`config.mk`:
```
export PLATFORM = sky130hd
export DESIGN_NAME = derrita_histogram
export DESIGN_NICKNAME = d
export VERILOG_FILES = /design/src/rtl/derrita_pkg.sv /design/src/rtl/derrita_hist_ram.sv /design/src/rtl/derrita_histogram.sv
export SDC_FILE = /design/constraint.sdc
export NUM_CORES = 2
export LEC_CHECK = 0
export ABC_CLOCK_PERIOD_IN_PS = 11600
export BUFFER_PORTS_ARGS = -buffer_cell sky130_fd_sc_hd__buf_2
export CAP_MARGIN = 40
export CORE_ASPECT_RATIO = 1.25
export CORE_MARGIN = 2
export CORE_UTILIZATION = 60
export CTS_CLUSTER_SIZE = 20
export DETAILED_ROUTE_END_ITERATION = 12
export HOLD_SLACK_MARGIN = 0.15
export PLACE_DENSITY = 0.76
export SLEW_MARGIN = 20
export SYNTH_ARGS = -nofsm -noshare
export SYNTH_HDL_FRONTEND = slang
export SYNTH_HIERARCHICAL = 1
export SYNTH_SLANG_ARGS = --single-unit
export TNS_END_PERCENT = 30
```
`constraint.sdc`:
```
create_clock -name clk -period 11.6 [get_ports clk]
set_input_delay 1.16 -clock clk [delete_from_list [all_inputs] [get_ports clk]]
set_output_delay 1.16 -clock clk [all_outputs]
set_load 0.02 [all_outputs]
```
`src/rtl/derrita_pkg.sv`:
```
// Shared types and sizing for the Derrida histogram block: FSM state encoding,
// default widths and the bin-count derivation from the distance width.
package derrita_pkg;

    localparam int DIST_W_DEF = 3;
    localparam int CNT_W_DEF  = 32;

    typedef enum logic [1:0] {
        CLEAR = 2'd0,
        ACCUM = 2'd1,
        DRAIN = 2'd2,
        DONE  = 2'd3
    } state_e;

    function automatic int depth_of(input int dist_w);
        return 1 << (2 * dist_w);
    endfunction

endpackage

```
`src/rtl/derrita_hist_ram.sv`:
```
// Histogram storage: one write port, one registered read port with read enable.
// A read that hits the address being written in the same cycle returns the new data.
module derrita_hist_ram #(
    parameter int DEPTH  = 64,
    parameter int ADDR_W = 6,
    parameter int DATA_W = 32
) (
    input  logic              i_clk,
    input  logic              i_we,
    input  logic [ADDR_W-1:0] i_wr_addr,
    input  logic [DATA_W-1:0] i_wr_data,
    input  logic              i_rd_en,
    input  logic [ADDR_W-1:0] i_rd_addr,
    output logic [DATA_W-1:0] o_rd_data
);

    logic [DATA_W-1:0] r_mem [DEPTH];
    logic [DATA_W-1:0] r_rd_data;

    always_ff @(posedge i_clk) begin
        if (i_we)
            r_mem[i_wr_addr] <= i_wr_data;
        // write-first on collision keeps a read issued alongside the RMW write coherent
        if (i_rd_en)
            r_rd_data <= (i_we && (i_wr_addr == i_rd_addr)) ? i_wr_data : r_mem[i_rd_addr];
    end

    assign o_rd_data = r_rd_data;

endmodule

```
`src/rtl/derrita_histogram.sv`:
```
// 2D Derrida histogram: clears the bin RAM, counts (row, column) distance pairs with a
// forwarded 2-stage read-modify-write, then streams every bin out. Saturating counters
// are compiled in with DERRITA_HIST_SAT_EN; otherwise bins wrap.
//
//   state | meaning
//   CLEAR | zero bins 0..DEPTH-1, one per cycle
//   ACCUM | accept pairs, increment bins
//   DRAIN | stream bins 0..DEPTH-1 over out_valid/out_ready
//   DONE  | drain finished, idle until reset
module derrita_histogram
    import derrita_pkg::*;
#(
    parameter int DIST_W = DIST_W_DEF,
    parameter int CNT_W  = CNT_W_DEF
) (
    input  logic                clk,
    input  logic                rst,
    input  logic                in_valid,
    input  logic [DIST_W-1:0]   in_addr_dist,
    input  logic [DIST_W-1:0]   in_data_dist,
    output logic                in_ready,
    input  logic                in_done,
    output logic                out_valid,
    input  logic                out_ready,
    output logic [2*DIST_W-1:0] out_bin,
    output logic [CNT_W-1:0]    out_count,
    output logic                out_last,
    output logic                done
);

    localparam int BIN_W = 2 * DIST_W;
    localparam int DEPTH = depth_of(DIST_W);
    localparam logic [BIN_W-1:0] LAST_BIN = {BIN_W{1'b1}};
    localparam logic [CNT_W-1:0] CNT_MAX  = {CNT_W{1'b1}};

    state_e             r_state, w_next;
    logic [BIN_W-1:0]   r_idx;
    logic               r_issue_done;
    logic               r_s1_valid, r_s2_valid;
    logic [BIN_W-1:0]   r_s1_bin, r_s2_bin;
    logic [CNT_W-1:0]   r_s2_cnt;
    logic               r_pend;
    logic [BIN_W-1:0]   r_pend_bin;
    logic               r_out_valid, r_out_last;
    logic [BIN_W-1:0]   r_out_bin;
    logic [CNT_W-1:0]   r_out_cnt;

    logic [BIN_W-1:0]   w_bin, w_rd_addr, w_wr_addr;
    logic [CNT_W-1:0]   w_rd_data, w_wr_data, w_base, w_inc;
    logic               w_accept, w_we, w_rd_en;
    logic               w_drain_load, w_drain_issue, w_out_fire;

    assign w_bin    = {in_addr_dist, in_data_dist};
    assign w_accept = in_valid && in_ready;

    // stage 2 holds the newest value of its bin until its write lands
    assign w_base = (r_s2_valid && (r_s2_bin == r_s1_bin)) ? r_s2_cnt : w_rd_data;
`ifdef DERRITA_HIST_SAT_EN
    assign w_inc = (w_base == CNT_MAX) ? w_base : w_base + CNT_W'(1);
`else
    assign w_inc = w_base + CNT_W'(1);
`endif

    assign w_drain_load  = r_pend && (!r_out_valid || out_ready);
    assign w_drain_issue = (r_state == DRAIN) && !r_issue_done && (!r_pend || w_drain_load);
    assign w_out_fire    = r_out_valid && out_ready;

    assign w_we      = (r_state == CLEAR) || r_s2_valid;
    assign w_wr_addr = (r_state == CLEAR) ? r_idx : r_s2_bin;
    assign w_wr_data = (r_state == CLEAR) ? '0 : r_s2_cnt;
    assign w_rd_en   = w_accept || w_drain_issue;
    assign w_rd_addr = (r_state == DRAIN) ? r_idx : w_bin;

    derrita_hist_ram #(
        .DEPTH  (DEPTH),
        .ADDR_W (BIN_W),
        .DATA_W (CNT_W)
    ) u_ram (
        .i_clk     (clk),
        .i_we      (w_we),
        .i_wr_addr (w_wr_addr),
        .i_wr_data (w_wr_data),
        .i_rd_en   (w_rd_en),
        .i_rd_addr (w_rd_addr),
        .o_rd_data (w_rd_data)
    );

    always_ff @(posedge clk) begin
        if (!rst)
            r_state <= CLEAR;
        else
            r_state <= w_next;
    end

    always_comb begin
        w_next = r_state;
        unique case (r_state)
            CLEAR: if (r_idx == LAST_BIN) w_next = ACCUM;
            ACCUM: if (in_done && !w_accept && !r_s1_valid && !r_s2_valid) w_next = DRAIN;
            DRAIN: if (w_out_fire && r_out_last) w_next = DONE;
            DONE:  w_next = DONE;
            default: w_next = CLEAR;
        endcase
    end

    always_comb begin
        in_ready = (r_state == ACCUM);
        done     = (r_state == DONE);
    end

    always_ff @(posedge clk) begin
        if (!rst) begin
            r_idx        <= '0;
            r_issue_done <= 1'b0;
            r_s1_valid   <= 1'b0;
            r_s1_bin     <= '0;
            r_s2_valid   <= 1'b0;
            r_s2_bin     <= '0;
            r_s2_cnt     <= '0;
            r_pend       <= 1'b0;
            r_pend_bin   <= '0;
            r_out_valid  <= 1'b0;
            r_out_bin    <= '0;
            r_out_cnt    <= '0;
            r_out_last   <= 1'b0;
        end else begin
            r_s1_valid <= w_accept;
            r_s1_bin   <= w_bin;
            r_s2_valid <= r_s1_valid;
            r_s2_bin   <= r_s1_bin;
            r_s2_cnt   <= w_inc;

            // the clear index wraps to 0, which is where the drain starts
            if (r_state == CLEAR || w_drain_issue)
                r_idx <= r_idx + BIN_W'(1);
            if (w_drain_issue && r_idx == LAST_BIN)
                r_issue_done <= 1'b1;

            if (w_drain_issue) begin
                r_pend     <= 1'b1;
                r_pend_bin <= r_idx;
            end else if (w_drain_load) begin
                r_pend <= 1'b0;
            end

            if (w_drain_load) begin
                r_out_valid <= 1'b1;
                r_out_bin   <= r_pend_bin;
                r_out_cnt   <= w_rd_data;
                r_out_last  <= (r_pend_bin == LAST_BIN);
            end else if (w_out_fire) begin
                r_out_valid <= 1'b0;
            end
        end
    end

    assign out_valid = r_out_valid;
    assign out_bin   = r_out_bin;
    assign out_count = r_out_cnt;
    assign out_last  = r_out_last;

endmodule

```
Yosys cells after proc, flatten, opt, wreduce, memory -nomap -nowiden
Memories as Yosys holds them, arrays and structs flattened. A register that Yosys moved wholly into a read port is not among the register bits.
Cells that the tools add are included.
{"block": "op_classes", "n_reduce_logical": 26, "add_sub_neg": 2, "muxes": 14, "eq_ne": 9}
{"op": "2-to-1 mux 32 bit", "n": 2}
{"op": "adder 32 x 1 -> 32 bit (second input constant)", "n": 1}
{"op": "equality test 6 bit (second input constant)", "n": 2}
{"op": "2-to-1 mux 6 bit", "n": 2}
{"op": "logical AND 1 bit", "n": 11}
{"op": "case mux 2 bit (4 select lines)", "n": 1}
{"op": "adder 6 x 1 -> 6 bit (second input constant)", "n": 1}
{"op": "equality test 6 bit", "n": 1}
{"op": "logical NOT 1 bit", "n": 6}
{"op": "2-to-1 mux 1 bit", "n": 6}
{"op": "2-to-1 mux 2 bit", "n": 3}
{"op": "inequality test 2 x 1 -> 1 bit (second input constant)", "n": 3}
{"op": "logical OR 1 bit", "n": 5}
{"op": "equality test 2 bit (second input constant)", "n": 2}
{"op": "nonzero test 2 bit", "n": 2}
{"op": "AND reduction 3 bit", "n": 1}
{"op": "equality test 2 x 1 -> 1 bit (second input constant)", "n": 1}
{"op": "logical NOT 2 bit", "n": 1}
{"block": "totals", "out_inout_bits": 42, "register_bits": 102, "ram_bits": 2048, "mem_count": 1}
{"memory": "u_ram.r_mem", "words": 64, "word_bits": 32, "read_ports": 1, "rd_clocked_by_memory_dff": 1, "wr": 1, "line_no": "derrita_hist_ram.sv:17", "source": "logic [DATA_W-1:0] r_mem [DEPTH];"}

Longest topological paths before layout
{"block": "depth", "word_depth": 8, "mapped_depth": 16}

By module
Netlist, hierarchy kept.
{"mod": "derrita_hist_ram", "n_inst": 1, "cells_per_inst": 4163, "area_per_inst_um2": 80302.0, "seq_area_each_um2": 62459.9}
{"mod": "derrita_histogram", "n_inst": 1, "cells_per_inst": 655, "area_per_inst_um2": 5268.8, "seq_area_each_um2": 2042.0}

Worst setup path after synthesis
Ideal clock, no wire load.
{"block": "synth_path", "path_kind": "reg2reg", "from": "reg r_state[1]", "to": "mem u_ram.r_mem[48][0], enable pin", "path_buffers": 3, "setup_ps": 461, "stages_incl_launch_ff": 9, "arrival_ps": 4150, "path_slack_ps": 6989, "period_less_slack_ps": 4611, "cell_sequence": "dfxtp_1 -> or2_2 -> clkbuf_1 -> clkbuf_1 -> mux2_2 -> clkbuf_1 -> nand3_1 -> or3_1 -> nor3_1"}
{"element": "from (decl)", "line_no": "derrita_histogram.sv:36", "source": "state_e r_state, w_next;"}
{"element": "from (signal assigned)", "line_no": "derrita_histogram.sv:92", "source": "r_state <= w_next;"}
{"element": "logical NOT 2 bit", "line_no": "derrita_histogram.sv:69", "source": "assign w_wr_addr = (r_state == CLEAR) ? r_idx : r_s2_bin;"}
{"element": "2-to-1 mux 6 bit", "line_no": "derrita_histogram.sv:69"}
{"element": "net w_wr_addr[4]", "line_no": "derrita_histogram.sv:48", "source": "logic [BIN_W-1:0] w_bin, w_rd_addr, w_wr_addr;"}
{"element": "to (decl)", "line_no": "derrita_hist_ram.sv:17"}
The timed path passes the listed nets, and every way through them passes these cells.

Worst setup path in the final report
{"block": "layout_path", "from": "reg r_state[0]", "to": "reg u_ram.r_rd_data[21] (netlist: u_ram/o_rd_data[21]), read port of u_ram.r_mem, data pin"}
{"element": "equality test 2 bit", "line_no": "derrita_histogram.sv:72", "source": "assign w_rd_addr = (r_state == DRAIN) ? r_idx : w_bin;"}
{"element": "2-to-1 mux 6 bit", "line_no": "derrita_histogram.sv:72"}
{"element": "net w_rd_addr[2]", "line_no": "derrita_histogram.sv:48"}
{"element": "to (decl)", "line_no": "derrita_hist_ram.sv:18", "source": "logic [DATA_W-1:0] r_rd_data;"}
The timed path passes the listed nets, and every way through them passes these cells.
A chain may end at the register's enable or synchronous reset.

==> impl_metrics.env <==
export IMPL_first_iter_violations=7269
export IMPL_port_buffers=52
export IMPL_cp_num_buf_inv=2
export IMPL_final_hold_viol_count=0
export IMPL_fp_dieH_um=426.2
export IMPL_fin_skew_ns=0.02841
export IMPL_cts_tree="built"
export IMPL_p_comb_share_pct=4.3
export IMPL_cp_end_kind="flip-flop"
export IMPL_h_tree_depth=4
export IMPL_ctsLongestPathBuffers=3
export IMPL_p_sw_mw=3.214
export IMPL_hold_start="out_bin[0]"
export IMPL_synthArstFlopShare_pct=0
export IMPL_final_common_cell="edfxtp_1"
export IMPL_synth_edf_count=2080
export IMPL_final_cell_mix="edfxtp_1 (2,080), mux2i_1 (839), a22oi_1 (406)"
export IMPL_ant_nets=0
export IMPL_rsz0062_at_grt="false"
export IMPL_reg2reg_from="r_state[0]"
export IMPL_clkTransAtPathRegs_ns=0.06
export IMPL_holdCritPathClass="reg2reg"
export IMPL_reg2reg_depth=10
export IMPL_netlist_area_mm2=0.08557
export IMPL_fin_crit_sh_pct=44.68
export IMPL_start_util_pct=60.59
export IMPL_gp_congestion=0.8948
export IMPL_ir_worst_vdd_v=0.0001288
export IMPL_r2r_slack_ns=6.42
export IMPL_grt_antenna_before_repair=12
export IMPL_max_stage_delay_ns=0.72
export IMPL_holdPathStages=2
export IMPL_grt_usage_pct=31.04
export IMPL_worst_hold_path_endpoint="out_bin[0]"
export IMPL_avgSynthCellArea_um2=17.76
export IMPL_drv_slew=0
export IMPL_worst_pin_slew_ns=1.118
export IMPL_root_buffer="clkbuf_16"
export IMPL_die_w_um=341.8
export IMPL_post_place_cells=6601
export IMPL_drc=0
export IMPL_overflow=0
export IMPL_clock_fmax_mhz=192.9
export IMPL_grt_max_degree=133
export IMPL_period_needed_ns=5.183
export IMPL_yosysWarnings=6
export IMPL_route_vias_total=47350
export IMPL_setup_violations_final=0
export IMPL_grt_pass1_vias=46420
export IMPL_synthDistinctLibCells=63
export IMPL_slowest_stage="buf_12"
export IMPL_crit_required_ns=12.17
export IMPL_p_clk_share_pct=40.0
export IMPL_ys_seq_elements=2182
export IMPL_vias_per_cell=6.800
export IMPL_postCtsResizedCells=0
export IMPL_power_density_mw_per_mm2=161.9
export IMPL_totalWireLength_mm=225.8
export IMPL_crit_arrival_ns=5.76
export IMPL_drive_gt1_share_pct=14.52
export IMPL_path_class="reg2reg"
export IMPL_fillCellCount=8794
export IMPL_instances_no_fill=6964
export IMPL_syn_inst=4818
export IMPL_worstSkewPairLatency_ns=0.83
export IMPL_cap_violations=0
export IMPL_wire_per_inst_um=32.42
export IMPL_total_leakage_power_nw=33.79
export IMPL_grt_pass1_wl_mm=322.1
export IMPL_cp_common_cell="buf_12"
export IMPL_place_area_mm2=0.08889
export IMPL_synth_nets=4831
export IMPL_cts_made_buffers=192
export IMPL_cp_cell_sequence="nand2b_1 > mux2_8 > buf_12 > buf_12 > mux2i_1 > a22oi_1 > nand3_1 > nand4_1 > a32oi_1 > nand2_1"
export IMPL_cts_setup_buffers=0
export IMPL_cp_top_family="simple AND/OR/NAND/NOR gates"
export IMPL_nets=4943
export IMPL_rows=154
export IMPL_ys_seq_area_share_pct=75.38
export IMPL_outcome="finished, final reports clean"
export IMPL_critPathLaunchType="flip-flop"
export IMPL_clock_sinks=2182
export IMPL_maxSlewHeadroom_pct=25.49
export IMPL_firstDrtPassIters=6
export IMPL_ctsHoldBuffers=0
export IMPL_hpwl_mm=123.5
export IMPL_r2r_end="u_ram/o_rd_data[21]"
export IMPL_die_area_mm2=0.1457
export IMPL_p_int_mw=12.17
export IMPL_p_sw_share_pct=20.89
export IMPL_ys_flop_type="edfxtp_1"
export IMPL_fin_area_mm2=0.09503
export IMPL_core_area_mm2=0.1412
export IMPL_setup_tns_final_ns=0
export IMPL_worstPathMaxFanout=130
export IMPL_area_delta_synth_final_pct=11.05
export IMPL_seq_power_share_pct=55.6
export IMPL_ios=53
[sequential cells by signal (all words and copies together) (netlist names), 32 cells and up]
signal	cells
u_ram/r_mem	2048
r_s2_cnt	32
out_count	32
u_ram/o_rd_data	32
[power groups by stage]
stage | sequential, mW | combinational (mW) | clock (mW)
2_1_floorplan | 8.73 | 0.412 | 0
5_1_grt | 8.56 | 0.687 | 6.50
6_report | 8.56 | 0.665 | 6.16
4_1_cts | 8.56 | 0.649 | 6.21
3_5_place_dp | 8.73 | 0.646 | 0
3_3_place_gp | 8.73 | 0.633 | 0
[Yosys cell counts (all sizes together), types with 3 or more instances]
| library cell | n | area share (%) |
|---|---|---|
| a22oi | 407 | 3.6 |
| edfxtp | 2080 | 73 |
| a21oi | 111 | 0.65 |
| clkbuf | 143 | 0.63 |
| nor2 | 134 | 0.59 |
| and3 | 13 | 0.095 |
| o21ai | 11 | 0.064 |
| nand2b | 6 | 0.044 |
| buf | 145 | 0.87 |
| nand3 | 148 | 0.87 |
| nand4 | 60 | 0.44 |
| nor2b | 13 | 0.095 |
| nor3 | 17 | 0.11 |
| a31oi | 5 | 0.037 |
| a32oi | 31 | 0.32 |
| mux2i | 839 | 9.8 |
| or2 | 3 | 0.022 |
| dfxtp | 102 | 2.4 |
| or3 | 9 | 0.072 |
| nor4 | 8 | 0.076 |
| mux4 | 137 | 3.6 |
| mux2 | 15 | 0.20 |
| nand2 | 219 | 0.96 |
| and4 | 7 | 0.072 |
| xnor2 | 27 | 0.28 |
| xor2 | 22 | 0.23 |
| o2111ai | 4 | 0.041 |
| or4 | 4 | 0.035 |
| inv | 9 | 0.039 |
| a211oi | 12 | 0.11 |
| a22o | 3 | 0.031 |
| and2 | 49 | 0.36 |
[area by class of cell]
class	count	area, um2	area share (%)
Sequential cell	2182	64500	67.88
Multi-Input combinational cell	2339	20400	21.47
Clock buffer	251	5161	5.431
Tap cell	1872	2342	2.465
Timing Repair Buffer	206	1712	1.801
Clock inverter	101	867.1	0.9125
Inverter	9	33.78	0.03555
Antenna cell	4	10.01	0.01053
[tightest hold or removal path, delay by kind of cell (launching register included)]
kind	cells	cell delay [ns]
DFF	1	0.30
and+or+nand+nor	1	0.05
AOI/OAI and AO/OA	1	0.05
[through the flow]
| stage | total power [mW] | hold WS, ns | utilization [%] | setup slack (ns) |
|---|---|---|---|---|
| 6_report | 15.38 | 0.4501 | 67.28 | 6.417 |
| 3_3_place_gp | 9.361 | 0.4410 | 62.75 | 6.234 |
| 2_1_floorplan | 9.138 | 0.4302 | - | 6.989 |
| 5_1_grt | 15.74 | 0.4689 | 67.28 | 6.323 |
| 4_1_cts | 15.42 | 0.4546 | 67.20 | 6.599 |
| 3_5_place_dp | 9.376 | 0.4460 | 62.93 | 6.313 |
[routing by layer]
layer	global-route usage, %	wire (um)
met2	48.55	106500
met5	0	63
met4	15.64	12260
met3	7.354	26460
met1	41.19	80560
[worst max path at each step]
stage | start | endpoint | slack (ns) | cells after the start
after floorplan | r_state[1] | u_ram/r_mem[48][0] | 6.99 | 8
after global placement | in_data_dist[2] | u_ram/o_rd_data[1] | 6.23 | 10
after detailed placement | in_data_dist[2] | u_ram/o_rd_data[29] | 6.31 | 10
after CTS | r_state[0] | u_ram/o_rd_data[29] | 6.60 | 10
after global routing | r_state[0] | u_ram/o_rd_data[21] | 6.32 | 10
final | r_state[0] | u_ram/o_rd_data[21] | 6.42 | 10
[cell families after synthesis]
kind of cell               Yosys count  share of synthesized area [%]
DFF                               2182                          75.38
muxes                              991                          13.62
and+or+nand+nor                    696                          3.895
AOI/OAI and AO/OA                  601                          5.037
buffers and inverters              297                          1.537
xor gates and xnor gates            49                         0.5015
adders and majority gates            2                        0.02924
Note: power is estimated with default switching activity, not from simulation.
